## src/rtl/hssl_link_sequencer_if.sv

```systemverilog
// Transceiver-side reset/status bundle between the link sequencer and the transceiver wrapper.
// The master modport is the sequencer; the slave modport is the transceiver wrapper.
interface hssl_link_sequencer_if;
    logic tx_usrclk_active_in;
    logic tx_reset_done_in;
    logic rx_reset_done_in;
    logic rx_aligned_in;
    logic reset_all_out;
    logic tx_reset_datapath_out;
    logic rx_reset_datapath_out;
    logic tx_elecidle_out;

    modport master (
        input  tx_usrclk_active_in,
        input  tx_reset_done_in,
        input  rx_reset_done_in,
        input  rx_aligned_in,
        output reset_all_out,
        output tx_reset_datapath_out,
        output rx_reset_datapath_out,
        output tx_elecidle_out
    );

    modport slave (
        output tx_usrclk_active_in,
        output tx_reset_done_in,
        output rx_reset_done_in,
        output rx_aligned_in,
        input  reset_all_out,
        input  tx_reset_datapath_out,
        input  rx_reset_datapath_out,
        input  tx_elecidle_out
    );
endinterface

```

## src/rtl/hssl_link_sequencer.sv

```systemverilog
// HSSL transceiver bring-up/recovery sequencer: reset, wait for done/align, link up, retry or fault.
// Define HSSL_SEQ_AUTO_RECOVER_EN to recover from link loss via datapath resets instead of FAULT.
module hssl_link_sequencer #(
    parameter int unsigned RESET_CYCLES   = 16,
    parameter int unsigned TIMEOUT_CYCLES = 65536,
    parameter int unsigned ALIGN_CYCLES   = 256,
    parameter int unsigned MAX_RETRIES    = 7
) (
    input  logic                  freerun_clk_in,
    input  logic                  reset_n_in,
    input  logic                  restart_in,
    hssl_link_sequencer_if.master xcvr,
    output logic                  link_up_out,
    output logic                  fault_out,
    output logic [7:0]            retry_cnt_out,
    output logic [3:0]            state_out
);

    localparam int unsigned CntMax = (TIMEOUT_CYCLES > RESET_CYCLES) ? TIMEOUT_CYCLES
                                                                     : RESET_CYCLES;
    localparam int unsigned CntW   = $clog2(CntMax + 1);
    localparam int unsigned AlignW = $clog2(ALIGN_CYCLES + 1);

    localparam logic [CntW-1:0]   ResetLast   = CntW'(RESET_CYCLES - 1);
    localparam logic [CntW-1:0]   TimeoutLast = CntW'(TIMEOUT_CYCLES - 1);
    localparam logic [AlignW-1:0] AlignDone   = AlignW'(ALIGN_CYCLES);
    localparam logic [7:0]        RetryMax    = 8'(MAX_RETRIES);

    typedef enum logic [3:0] {
        StResetAll   = 4'd0,
        StWaitTxClk  = 4'd1,
        StWaitTxDone = 4'd2,
        StWaitRxDone = 4'd3,
        StWaitAlign  = 4'd4,
        StLinkUp     = 4'd5,
        StTxReset    = 4'd6,
        StRxReset    = 4'd7,
        StBackoff    = 4'd8,
        StFault      = 4'd9
    } state_e;

    logic [3:0] sync1_q, sync2_q;
    logic       tx_clk_ok, tx_done_ok, rx_done_ok, aligned_ok;

    state_e            state_q, state_d;
    logic [CntW-1:0]   cnt_q, cnt_d;
    logic [AlignW-1:0] align_q, align_d, align_inc;
    logic [7:0]        retry_q, retry_d;
    logic              timeout;
    logic              reset_all_q, tx_dp_q, rx_dp_q, elecidle_q, link_up_q, fault_q;

    assign {aligned_ok, rx_done_ok, tx_done_ok, tx_clk_ok} = sync2_q;

    always_comb begin
        state_d   = state_q;
        retry_d   = retry_q;
        align_d   = '0;
        timeout   = (cnt_q == TimeoutLast);
        align_inc = aligned_ok ? (align_q + AlignW'(1)) : '0;
        unique case (state_q)
            StResetAll: begin
                if (cnt_q == ResetLast) state_d = StWaitTxClk;
            end
            StWaitTxClk: begin
                if (tx_clk_ok)    state_d = StWaitTxDone;
                else if (timeout) state_d = StBackoff;
            end
            StWaitTxDone: begin
                if (tx_done_ok)   state_d = StWaitRxDone;
                else if (timeout) state_d = StBackoff;
            end
            StWaitRxDone: begin
                if (rx_done_ok)   state_d = StWaitAlign;
                else if (timeout) state_d = StBackoff;
            end
            StWaitAlign: begin
                align_d = align_inc;
                if (align_inc == AlignDone) state_d = StLinkUp;
                else if (timeout)           state_d = StBackoff;
            end
            StLinkUp: begin
`ifdef HSSL_SEQ_AUTO_RECOVER_EN
                if (!tx_done_ok)                      state_d = StTxReset;
                else if (!rx_done_ok || !aligned_ok)  state_d = StRxReset;
`else
                if (!tx_done_ok || !rx_done_ok || !aligned_ok) state_d = StFault;
`endif
            end
`ifdef HSSL_SEQ_AUTO_RECOVER_EN
            StTxReset: begin
                if (cnt_q == ResetLast) state_d = StWaitTxDone;
            end
            StRxReset: begin
                if (cnt_q == ResetLast) state_d = StWaitRxDone;
            end
`endif
            StBackoff: begin
                retry_d = (retry_q == 8'hFF) ? retry_q : (retry_q + 8'd1);
                state_d = (retry_d >= RetryMax) ? StFault : StResetAll;
            end
            StFault: begin
                if (restart_in) begin
                    retry_d = '0;
                    state_d = StResetAll;
                end
            end
            default: state_d = StResetAll;
        endcase
        // Dwell counter restarts on every state change
        cnt_d = (state_d != state_q) ? '0 : (cnt_q + CntW'(1));
    end

    always_ff @(posedge freerun_clk_in or negedge reset_n_in) begin
        if (!reset_n_in) begin
            sync1_q     <= '0;
            sync2_q     <= '0;
            state_q     <= StResetAll;
            cnt_q       <= '0;
            align_q     <= '0;
            retry_q     <= '0;
            reset_all_q <= 1'b1;
            tx_dp_q     <= 1'b0;
            rx_dp_q     <= 1'b0;
            elecidle_q  <= 1'b1;
            link_up_q   <= 1'b0;
            fault_q     <= 1'b0;
        end else begin
            sync1_q     <= {xcvr.rx_aligned_in, xcvr.rx_reset_done_in,
                            xcvr.tx_reset_done_in, xcvr.tx_usrclk_active_in};
            sync2_q     <= sync1_q;
            state_q     <= state_d;
            cnt_q       <= cnt_d;
            align_q     <= align_d;
            retry_q     <= retry_d;
            reset_all_q <= (state_d == StResetAll);
            tx_dp_q     <= (state_d == StTxReset);
            rx_dp_q     <= (state_d == StRxReset);
            elecidle_q  <= (state_d inside {StResetAll, StWaitTxClk, StWaitTxDone, StTxReset,
                                            StFault, StBackoff});
            link_up_q   <= (state_d == StLinkUp);
            fault_q     <= (state_d == StFault);
        end
    end

    assign xcvr.reset_all_out         = reset_all_q;
    assign xcvr.tx_reset_datapath_out = tx_dp_q;
    assign xcvr.rx_reset_datapath_out = rx_dp_q;
    assign xcvr.tx_elecidle_out       = elecidle_q;
    assign link_up_out                = link_up_q;
    assign fault_out                  = fault_q;
    assign retry_cnt_out              = retry_q;
    assign state_out                  = state_q;

endmodule

```

## src/flat_wrapper.sv

```systemverilog
// flat-port wrapper written by rule: the top's interface ports become plain ports
module hssl_link_sequencer_flat 
#(
    parameter int unsigned RESET_CYCLES   = 16,
    parameter int unsigned TIMEOUT_CYCLES = 65536,
    parameter int unsigned ALIGN_CYCLES   = 256,
    parameter int unsigned MAX_RETRIES    = 7
)
  (freerun_clk_in, reset_n_in, restart_in, link_up_out, fault_out, retry_cnt_out, state_out, xcvr_tx_usrclk_active_in, xcvr_tx_reset_done_in, xcvr_rx_reset_done_in, xcvr_rx_aligned_in, xcvr_reset_all_out, xcvr_tx_reset_datapath_out, xcvr_rx_reset_datapath_out, xcvr_tx_elecidle_out);
  hssl_link_sequencer_if xcvr_i ();
  input  logic freerun_clk_in;
  input  logic reset_n_in;
  input  logic restart_in;
  output logic link_up_out;
  output logic fault_out;
  output logic [7:0] retry_cnt_out;
  output logic [3:0] state_out;
  input wire logic [$bits(xcvr_i.tx_usrclk_active_in)-1:0] xcvr_tx_usrclk_active_in;
  input wire logic [$bits(xcvr_i.tx_reset_done_in)-1:0] xcvr_tx_reset_done_in;
  input wire logic [$bits(xcvr_i.rx_reset_done_in)-1:0] xcvr_rx_reset_done_in;
  input wire logic [$bits(xcvr_i.rx_aligned_in)-1:0] xcvr_rx_aligned_in;
  output wire logic [$bits(xcvr_i.reset_all_out)-1:0] xcvr_reset_all_out;
  output wire logic [$bits(xcvr_i.tx_reset_datapath_out)-1:0] xcvr_tx_reset_datapath_out;
  output wire logic [$bits(xcvr_i.rx_reset_datapath_out)-1:0] xcvr_rx_reset_datapath_out;
  output wire logic [$bits(xcvr_i.tx_elecidle_out)-1:0] xcvr_tx_elecidle_out;
  assign xcvr_i.tx_usrclk_active_in = xcvr_tx_usrclk_active_in;
  assign xcvr_i.tx_reset_done_in = xcvr_tx_reset_done_in;
  assign xcvr_i.rx_reset_done_in = xcvr_rx_reset_done_in;
  assign xcvr_i.rx_aligned_in = xcvr_rx_aligned_in;
  assign xcvr_reset_all_out = xcvr_i.reset_all_out;
  assign xcvr_tx_reset_datapath_out = xcvr_i.tx_reset_datapath_out;
  assign xcvr_rx_reset_datapath_out = xcvr_i.rx_reset_datapath_out;
  assign xcvr_tx_elecidle_out = xcvr_i.tx_elecidle_out;
  hssl_link_sequencer #(.RESET_CYCLES(RESET_CYCLES), .TIMEOUT_CYCLES(TIMEOUT_CYCLES), .ALIGN_CYCLES(ALIGN_CYCLES), .MAX_RETRIES(MAX_RETRIES)) u_core (.freerun_clk_in(freerun_clk_in), .reset_n_in(reset_n_in), .restart_in(restart_in), .xcvr(xcvr_i), .link_up_out(link_up_out), .fault_out(fault_out), .retry_cnt_out(retry_cnt_out), .state_out(state_out));
endmodule
```

## config.mk

```make
export PLATFORM = sky130hd
export DESIGN_NAME = hssl_link_sequencer_flat
export DESIGN_NICKNAME = d
export VERILOG_FILES = /design/src/rtl/hssl_link_sequencer_if.sv /design/src/rtl/hssl_link_sequencer.sv /design/src/flat_wrapper.sv
export SDC_FILE = /design/constraint.sdc
export NUM_CORES = 1
export LEC_CHECK = 0
export CAP_MARGIN = 20
export CORE_MARGIN = 5
export CORE_UTILIZATION = 40
export DETAILED_ROUTE_END_ITERATION = 16
export REMOVE_ABC_BUFFERS = 1
export SLEW_MARGIN = 10
export SYNTH_ARGS = -nofsm -noshare
export SYNTH_HDL_FRONTEND = slang
export SYNTH_SLANG_ARGS = --single-unit
```

## constraint.sdc

```tcl
create_clock -name freerun_clk_in -period 5.7 [get_ports freerun_clk_in]
set_clock_uncertainty 0.05 [all_clocks]
set_input_delay 0.57 -clock freerun_clk_in [delete_from_list [all_inputs] [get_ports freerun_clk_in]]
set_output_delay 0.57 -clock freerun_clk_in [all_outputs]
set_load 0.01 [all_outputs]
```

==> run_results.csv, run 1 <==
group,metric,value,unit
outcome,status,"finished clean",
synthesis,synth-edff-count,0,
sta,report.final.hold_viol_count,0,
sta,fin_crit_sh,0.5498,
cells_and_area,layout_common_cells,"50 x sky130_fd_sc_hd__dfrtp_1, 23 x sky130_fd_sc_hd__clkdlybuf4s50_1, 18 x sky130_fd_sc_hd__nor2_1, 18 x sky130_fd_sc_hd__nand3_1, 17 x sky130_fd_sc_hd__nand2_1",
setup_path,timing.critical_path.required,5.81,ns
cells_and_area,utilization,0.4559,
power,ir_worst_vdd,135.7,uV
placed_design,place_ws,2.616,ns
clocking,numClockSinks,52,
placed_design,placed_cells_incl_taps,398,
sta,rsz0062_at_grt,"no",
clocking,cts.clk_slew.worst_paths,0.10,ns
clocking,cts_htree_levels,2,
setup_path,timing.critical_path.to_type,"flop",
floorplan,coreArea,7214,um2
synthesis,async_reset_ff_frac,1.000,
cells_and_area,fill_cells,712,
global_route,first_global_vias,2085,
clocking,clockRootBuffer,"sky130_fd_sc_hd__clkbuf_8",
synthesis,ys_flop_type,"sky130_fd_sc_hd__dfrtp_1",
synthesis,syn-mean-instance-area,10.13,um2
setup_path,r2r_start,"u_core.cnt_q[5]",
floorplan,fp.dieArea,9190,um2
detailed_routing,drt_pre_antenna_iters,4,
cells_and_area,drive_gt1_frac,0.1205,
clocking,postCtsHoldBufs,0,
clocking,cts-resized-gates,0,
placed_design,placement.io_buffers,24,
floorplan,starting_density_of_the_core,0.4088,
detailed_routing,routed_wire_length_per_instance,14.76,um
detailed_routing,drt-vias-per-instance,5.603,
worst_hold_path,timing.hold.worst.class,"reg -> reg",
global_route,grt_start_max_net_pins,53,
power,total_power,1.191,mW
floorplan,die_height,95.87,um
setup_path,worst-setup-path-type,"reg -> reg",
detailed_routing,drcViolationCount,0,
detailed_routing,vias_after_detailed_routing,2275,
sta,slew_headroom,0.4576,
setup_path,crit_arrival,3.24,ns
power,p_leak,1.269,nW
cells_and_area,finalNonFillerCells,406,
global_route,groute.usage.overall,0.1449,
cells_and_area,design.final.nets,317,
setup_path,cp-start-kind,"flop",
setup_path,crit_fanout,17,
setup_path,reg2reg_slack,2.57,ns
synthesis,postSynthRegisterBits,52,
synthesis,synth_seq_area_share,0.4421,
sta,finalHoldWorstSlack,0.3054,ns
clocking,cts-buffers-inserted,5,
floorplan,die_x,95.87,um
detailed_routing,drtAntennaViolNets,0,
sta,finalSetupViolCount,0,
sta,max_freq,0.3191,GHz
worst_hold_path,min_path_cells,0,
clocking,clk_latency,0.31,ns
setup_path,worst_r2r_endpoint,"u_core.cnt_q[4]",
detailed_routing,drt_iter0_markers,180,
floorplan,core.rowCount,31,
sta,final.setup.tns,0,ns
setup_path,worst_r2r_path_depth,11,
flow_run,cap_viol_max_count,0,
sta,slew_viol_final,0,
placed_design,placed_cell_area,3187,um2
sta,postLayoutSetupSlackWorst,2.566,ns
synthesis,post_synth_inst_count,291,
placed_design,dp.final_hpwl,4.113,mm
synthesis,ys_types,62,
floorplan,top_level_ports,25,
placed_design,gp_congestion,0.8530,
cells_and_area,layout-area-overhead-vs-synth,11.54,%
detailed_routing,drt_wirelength,5.993,mm
worst_hold_path,worst_hold_path.endpoint,"u_core.sync2_q[2]",
synthesis,yosys_warnings,0,
worst_hold_path,hold_sp,"u_core.sync1_q[2]",
sta,min_tclk_post_route,3.134,ns
clocking,cts.repair_timing.setup_buffer_count,0,
global_route,antenna_found_initial,0,
cells_and_area,final_design_area_no_fill,3289,um2
global_route,grt.overflow.total,0,
clocking,cts_max_path_buffers,2,
clocking,cts_tree,"yes",
sta,worst-slew-pin-transition,0.8073,ns
cells_and_area,final_common_cell,"sky130_fd_sc_hd__dfrtp_1",
global_route,wire_length_of_the_first_global_routing_pass,10.49,mm
power,power-per-cell-area,362.1,nW/um2
synthesis,synth_area,2949,um2
cells_and_area,antenna-diode-count,0,
-- cell families (layout without fill, tap and decap cells) --
kind of cell / Yosys count / in the layout / share of synthesized area
multiplexers: 2 / 2 / 0.006789
XOR/XNOR: 19 / 19 / 0.05643
AO/OA/AOI/OAI: 73 / 73 / 0.1960
flip-flops: 52 / 52 / 0.4421
other: 1 / 2 / 0.001272
AND/OR/NAND/NOR: 114 / 114 / 0.2253
adder cells (fa/ha/maj): 4 / 4 / 0.01697
buffers and inverters: 26 / 41 / 0.05515
-- metal layers --
layer | up-vias | GRT usage | wire length (um)
met5 | - | 0 | 0
met4 | 0 | 0.04265 | 68
met3 | 7 | 0.02815 | 266
met2 | 43 | 0.2142 | 2689
met1 | 1110 | 0.2139 | 2969
li1 | 1115 | - | -
-- worst max-delay path, cell delays in order (launching register included) --
cell and delay, ns:
sky130_fd_sc_hd__dfrtp_1 0.44, sky130_fd_sc_hd__and4_1 0.27, sky130_fd_sc_hd__nand4_1 0.15, sky130_fd_sc_hd__inv_1 0.13, sky130_fd_sc_hd__nand4_1 0.10, sky130_fd_sc_hd__nor2_1 0.13, sky130_fd_sc_hd__ha_1 0.31, sky130_fd_sc_hd__nand3b_1 0.15
sky130_fd_sc_hd__a221oi_1 0.10, sky130_fd_sc_hd__a31oi_2 0.33, sky130_fd_sc_hd__a21o_1 0.66, sky130_fd_sc_hd__a211oi_1 0.16
-- report_power, final --
| part | internal (mW) | switching, mW |
|---|---|---|
| registers | 0.424 | 0.106 |
| logic | 0.186 | 0.250 |
| clock network | 0.0985 | 0.127 |
-- flip-flops by register name (all words and copies together) (netlist names), 4 cells and up --
register / cells
u_core.align_q: 9
u_core.cnt_q: 17
u_core.retry_cnt_out: 8
u_core.state_out: 4
u_core.sync1_q: 4
u_core.sync2_q: 4
-- Yosys cell counts (all sizes together), types with 2 or more instances --
cell type	count	area share
a21o	2	0.0076
nor4b	2	0.011
o21a	2	0.0051
clkbuf	4	0.0051
nand3b	2	0.0051
inv	8	0.010
dfstp	2	0.018
nand3	18	0.031
o2111ai	2	0.0059
and3b	2	0.0059
and2	3	0.0064
xor2	10	0.030
xnor2	9	0.027
and4	3	0.0098
a211oi	16	0.058
a41oi	2	0.0059
a21boi	3	0.0076
nor2	18	0.023
o31ai	2	0.0051
nand2	18	0.024
and3	8	0.017
or3	3	0.0064
nand2b	2	0.0042
a211o	2	0.0059
ha	4	0.017
nor4	7	0.017
o21ai	10	0.018
a221oi	2	0.0081
dfrtp	50	0.42
nor2b	4	0.0085
buf	14	0.040
a21oi	15	0.025
mux2i	2	0.0068
nor3	9	0.017
nand4	14	0.037
a31oi	6	0.015
-- worst max path at each step --
stage,cells after the start,from,to,slack (ns)
after CTS,11,u_core.cnt_q[5],u_core.cnt_q[4],2.59
after global placement,11,u_core.cnt_q[5],u_core.cnt_q[0],2.71
after floorplan,11,u_core.cnt_q[5],u_core.cnt_q[0],3.05
after global routing,11,u_core.cnt_q[5],u_core.cnt_q[13],2.35
after detailed placement,11,u_core.cnt_q[5],u_core.cnt_q[3],2.62
final,11,u_core.cnt_q[5],u_core.cnt_q[4],2.57
-- final cells by class --
class | count | area (um2) | area share
Clock buffer | 6 | 82.58 | 0.02510
Clock inverter | 2 | 15.01 | 0.004564
Inverter | 8 | 30.03 | 0.009129
Multi-Input combinational cell | 214 | 1491 | 0.4534
Sequential cell | 52 | 1304 | 0.3963
Tap cell | 99 | 123.9 | 0.03766
Timing Repair Buffer | 25 | 242.7 | 0.07379
Power figures use the tool's default switching activity.
==> run 2: changes to the inputs <==
==> constraint.sdc (replaced) <==
create_clock -name freerun_clk_in -period 2.6 [get_ports freerun_clk_in]
set_clock_uncertainty 0.05 [all_clocks]
set_input_delay 0.26 -clock freerun_clk_in [delete_from_list [all_inputs] [get_ports freerun_clk_in]]
set_output_delay 0.26 -clock freerun_clk_in [all_outputs]
set_load 0.01 [all_outputs]
==> run 2 against run 1 <==
  * Count of clock-buffer cells in the layout is 1 higher
  * Sequential power is 110% higher
  * Fmax grew 22%
  * First-iteration DRC count is 17% lower
  * Flip-flop and latch count did not move
  * Power rose to 2.6 times the previous value
  * Via count is 5.1% higher
  * Setup slack worse by 2.5 ns
  * Critical path depth grew 2
  * Final area is 11% higher
  * Non-clock buffer count increased by 28
  * Combinational power grew to 3.3 times the previous value
==> run_results.csv, run 2 (same netlist as run 1, synthesis figures left out) <==
group,metric,value,unit
outcome,status,"finished clean",
setup_path,crit_arrival,2.73,ns
setup_path,timing.critical_path.required,2.77,ns
setup_path,timing.critical_path.to_type,"flop",
clocking,cts.clk_slew.worst_paths,0.09,ns
sta,report.final.hold_viol_count,0,
setup_path,cpMostUsedCell,"sky130_fd_sc_hd__nand4_1",
placed_design,placed_cells_incl_taps,415,
detailed_routing,drt-vias-per-instance,5.507,
detailed_routing,drcViolationCount,0,
setup_path,worst_path_largest_cell_delay,0.44,ns
floorplan,die_height,95.87,um
sta,worst-slew-pin-transition,0.6737,ns
cells_and_area,largest_register_ffs,17,
detailed_routing,drt_wirelength,6.601,mm
worst_hold_path,hold_sp,"u_core.sync1_q[3]",
global_route,wire_length_of_the_first_global_routing_pass,10.56,mm
cells_and_area,layout-area-overhead-vs-synth,24.31,%
detailed_routing,drt_iter0_markers,150,
placed_design,placement.io_buffers,24,
global_route,antenna_found_initial,0,
power,ir_worst_vdd,290.9,uV
clocking,cts_htree_levels,2,
cells_and_area,drive_gt1_frac,0.2209,
global_route,groute.usage.overall,0.1453,
setup_path,startpoint,"u_core.cnt_q[5]",
floorplan,core.rowCount,31,
detailed_routing,vias_after_detailed_routing,2390,
setup_path,kind_of_cell_adding_the_most_delay_to_the_critical_path,"compound AO/OA/AOI/OAI gates",
detailed_routing,drt_pre_antenna_iters,4,
floorplan,fp.dieArea,9190,um2
clocking,cts_tree,"yes",
global_route,grt_start_max_net_pins,30,
clocking,cts-buffers-inserted,5,
cells_and_area,utilization,0.5082,
cells_and_area,antenna-diode-count,0,
placed_design,dp.final_hpwl,4.509,mm
floorplan,top_level_ports,25,
cells_and_area,finalNonFillerCells,434,
floorplan,coreArea,7214,um2
global_route,first_global_vias,2262,
cells_and_area,layout_common_cells,"50 x sky130_fd_sc_hd__dfrtp_1, 23 x sky130_fd_sc_hd__clkdlybuf4s50_1, 21 x sky130_fd_sc_hd__buf_4, 18 x sky130_fd_sc_hd__nor2_1, 18 x sky130_fd_sc_hd__nand3_1",
sta,slew_headroom,0.5509,
sta,min_tclk_post_route,2.560,ns
setup_path,cp-start-kind,"flop",
setup_path,worst-setup-path-type,"reg -> reg",
placed_design,gp_congestion,0.8711,
sta,slew_viol_final,0,
flow_run,cap_viol_max_count,0,
cells_and_area,seqCellArea,1304,um2
global_route,grt.overflow.total,0,
setup_path,cells_along_the_critical_path,"and4_4, nand4_1, inv_2, nand4_1, nor2_1, ha_2, nand3b_1, a221oi_2, a31oi_2, buf_4, a21o_4, clkbuf_16, a211oi_2",
setup_path,timing.critical_path.slowest_stage_cell,"sky130_fd_sc_hd__dfrtp_1",
worst_hold_path,timing.hold.worst.class,"reg -> reg",
clocking,cts_max_path_buffers,2,
sta,max_freq,0.3906,GHz
sta,finalSetupViolCount,0,
cells_and_area,multi_input_logic_area,1533,um2
detailed_routing,routed_wire_length_per_instance,15.21,um
cells_and_area,design.final.nets,345,
floorplan,die_x,95.87,um
setup_path,timing.critical_path.buf_inv,3,
power,power-per-cell-area,857.3,nW/um2
clocking,numClockSinks,52,
clocking,clockRootBuffer,"sky130_fd_sc_hd__clkbuf_8",
floorplan,starting_density_of_the_core,0.4088,
clocking,clk_latency,0.30,ns
setup_path,r2r_start,"u_core.cnt_q[5]",
power,p_leak,1.469,nW
sta,rsz0062_at_grt,"yes",
detailed_routing,drtAntennaViolNets,0,
cells_and_area,largest_register,"u_core.cnt_q",
cells_and_area,final_common_cell,"sky130_fd_sc_hd__dfrtp_1",
cells_and_area,fill_cells,673,
sta,fin_crit_sh,0.9848,
setup_path,crit_fanout,8,
run 2: cell types whose count changed in the layout (fill, tap and decap cells not counted), moves of 3 or more:
cell | previous run | this run
sky130_fd_sc_hd__clkbuf_16 | 0 | 3
sky130_fd_sc_hd__buf_12 | 0 | 3
sky130_fd_sc_hd__a211oi_2 | 10 | 14
sky130_fd_sc_hd__buf_4 | 1 | 21
sky130_fd_sc_hd__a211oi_1 | 6 | 2
run 2: worst paths after layout:
check / end / slack (ns) / depth (start not counted)
worst min-delay path: u_core.sync2_q[3] / 0.31 / 0
min in group asynchronous: u_core.retry_cnt_out[6] / 0.47 / 2
max in group asynchronous: u_core.cnt_q[7] / 1.46 / 3
worst max-delay path: u_core.cnt_q[2] / 0.04 / 13
worst max register to register: u_core.cnt_q[2] / 0.04 / 13
worst min register to register: u_core.sync2_q[3] / 0.31 / 0
run 2: per-layer routing:
| metal | track usage | vias to the layer above | wire, um |
|---|---|---|---|
| li1 | - | 1172 | - |
| met1 | 0.2064 | 1156 | 3168 |
| met2 | 0.2218 | 55 | 3074 |
| met3 | 0.02346 | 7 | 264 |
| met4 | 0.05569 | 0 | 93 |
| met5 | 0 | - | 0 |
run 2: where the power goes:
| group | leakage, nW | total (mW) | internal [mW] | switching [mW] |
|---|---|---|---|---|
| combinational | 0.720 | 1.44 | 0.709 | 0.736 |
| clock | 0.0645 | 0.598 | 0.340 | 0.258 |
| sequential | 0.685 | 1.10 | 0.931 | 0.170 |
| total | 1.47 | 3.14 | 1.98 | 1.16 |
run 2: what timing repair did:
action,in CTS,in global routing
hold buffers,1,0
pin swaps,1,15
gates cloned,0,3
hold endpoints to repair,26,0
gates resized for setup,2,10
setup endpoints to repair,17,20
buffers inserted,1,6
run 2: final cells by class:
| cell class | count | share of cell area |
|---|---|---|
| multi-input cells | 214 | 0.4181 |
| flip-flops and latches | 52 | 0.3556 |
| repair buffers | 53 | 0.1498 |
| well taps | 99 | 0.03379 |
| clock buffers | 7 | 0.02628 |
| clock inverters | 1 | 0.008191 |
| inverters | 8 | 0.008191 |
run 2: stage by stage:
stage          hold slack [ns]  power [mW]  setup WS, ns  area [um2]  setup TNS [ns]
6_report                0.3103       3.143       0.03960        3666               0
5_1_grt                 0.3172       3.330       -0.1004        3666          -1.443
4_1_cts                 0.3159       2.918      0.006455        3502               0
3_5_place_dp            0.2821       2.245       -0.1537        3339          -2.026
3_3_place_gp            0.2833       2.237   -0.00009237        3339     -0.00009237
2_1_floorplan         -0.08559       1.738      -0.05380        2820         -0.7545
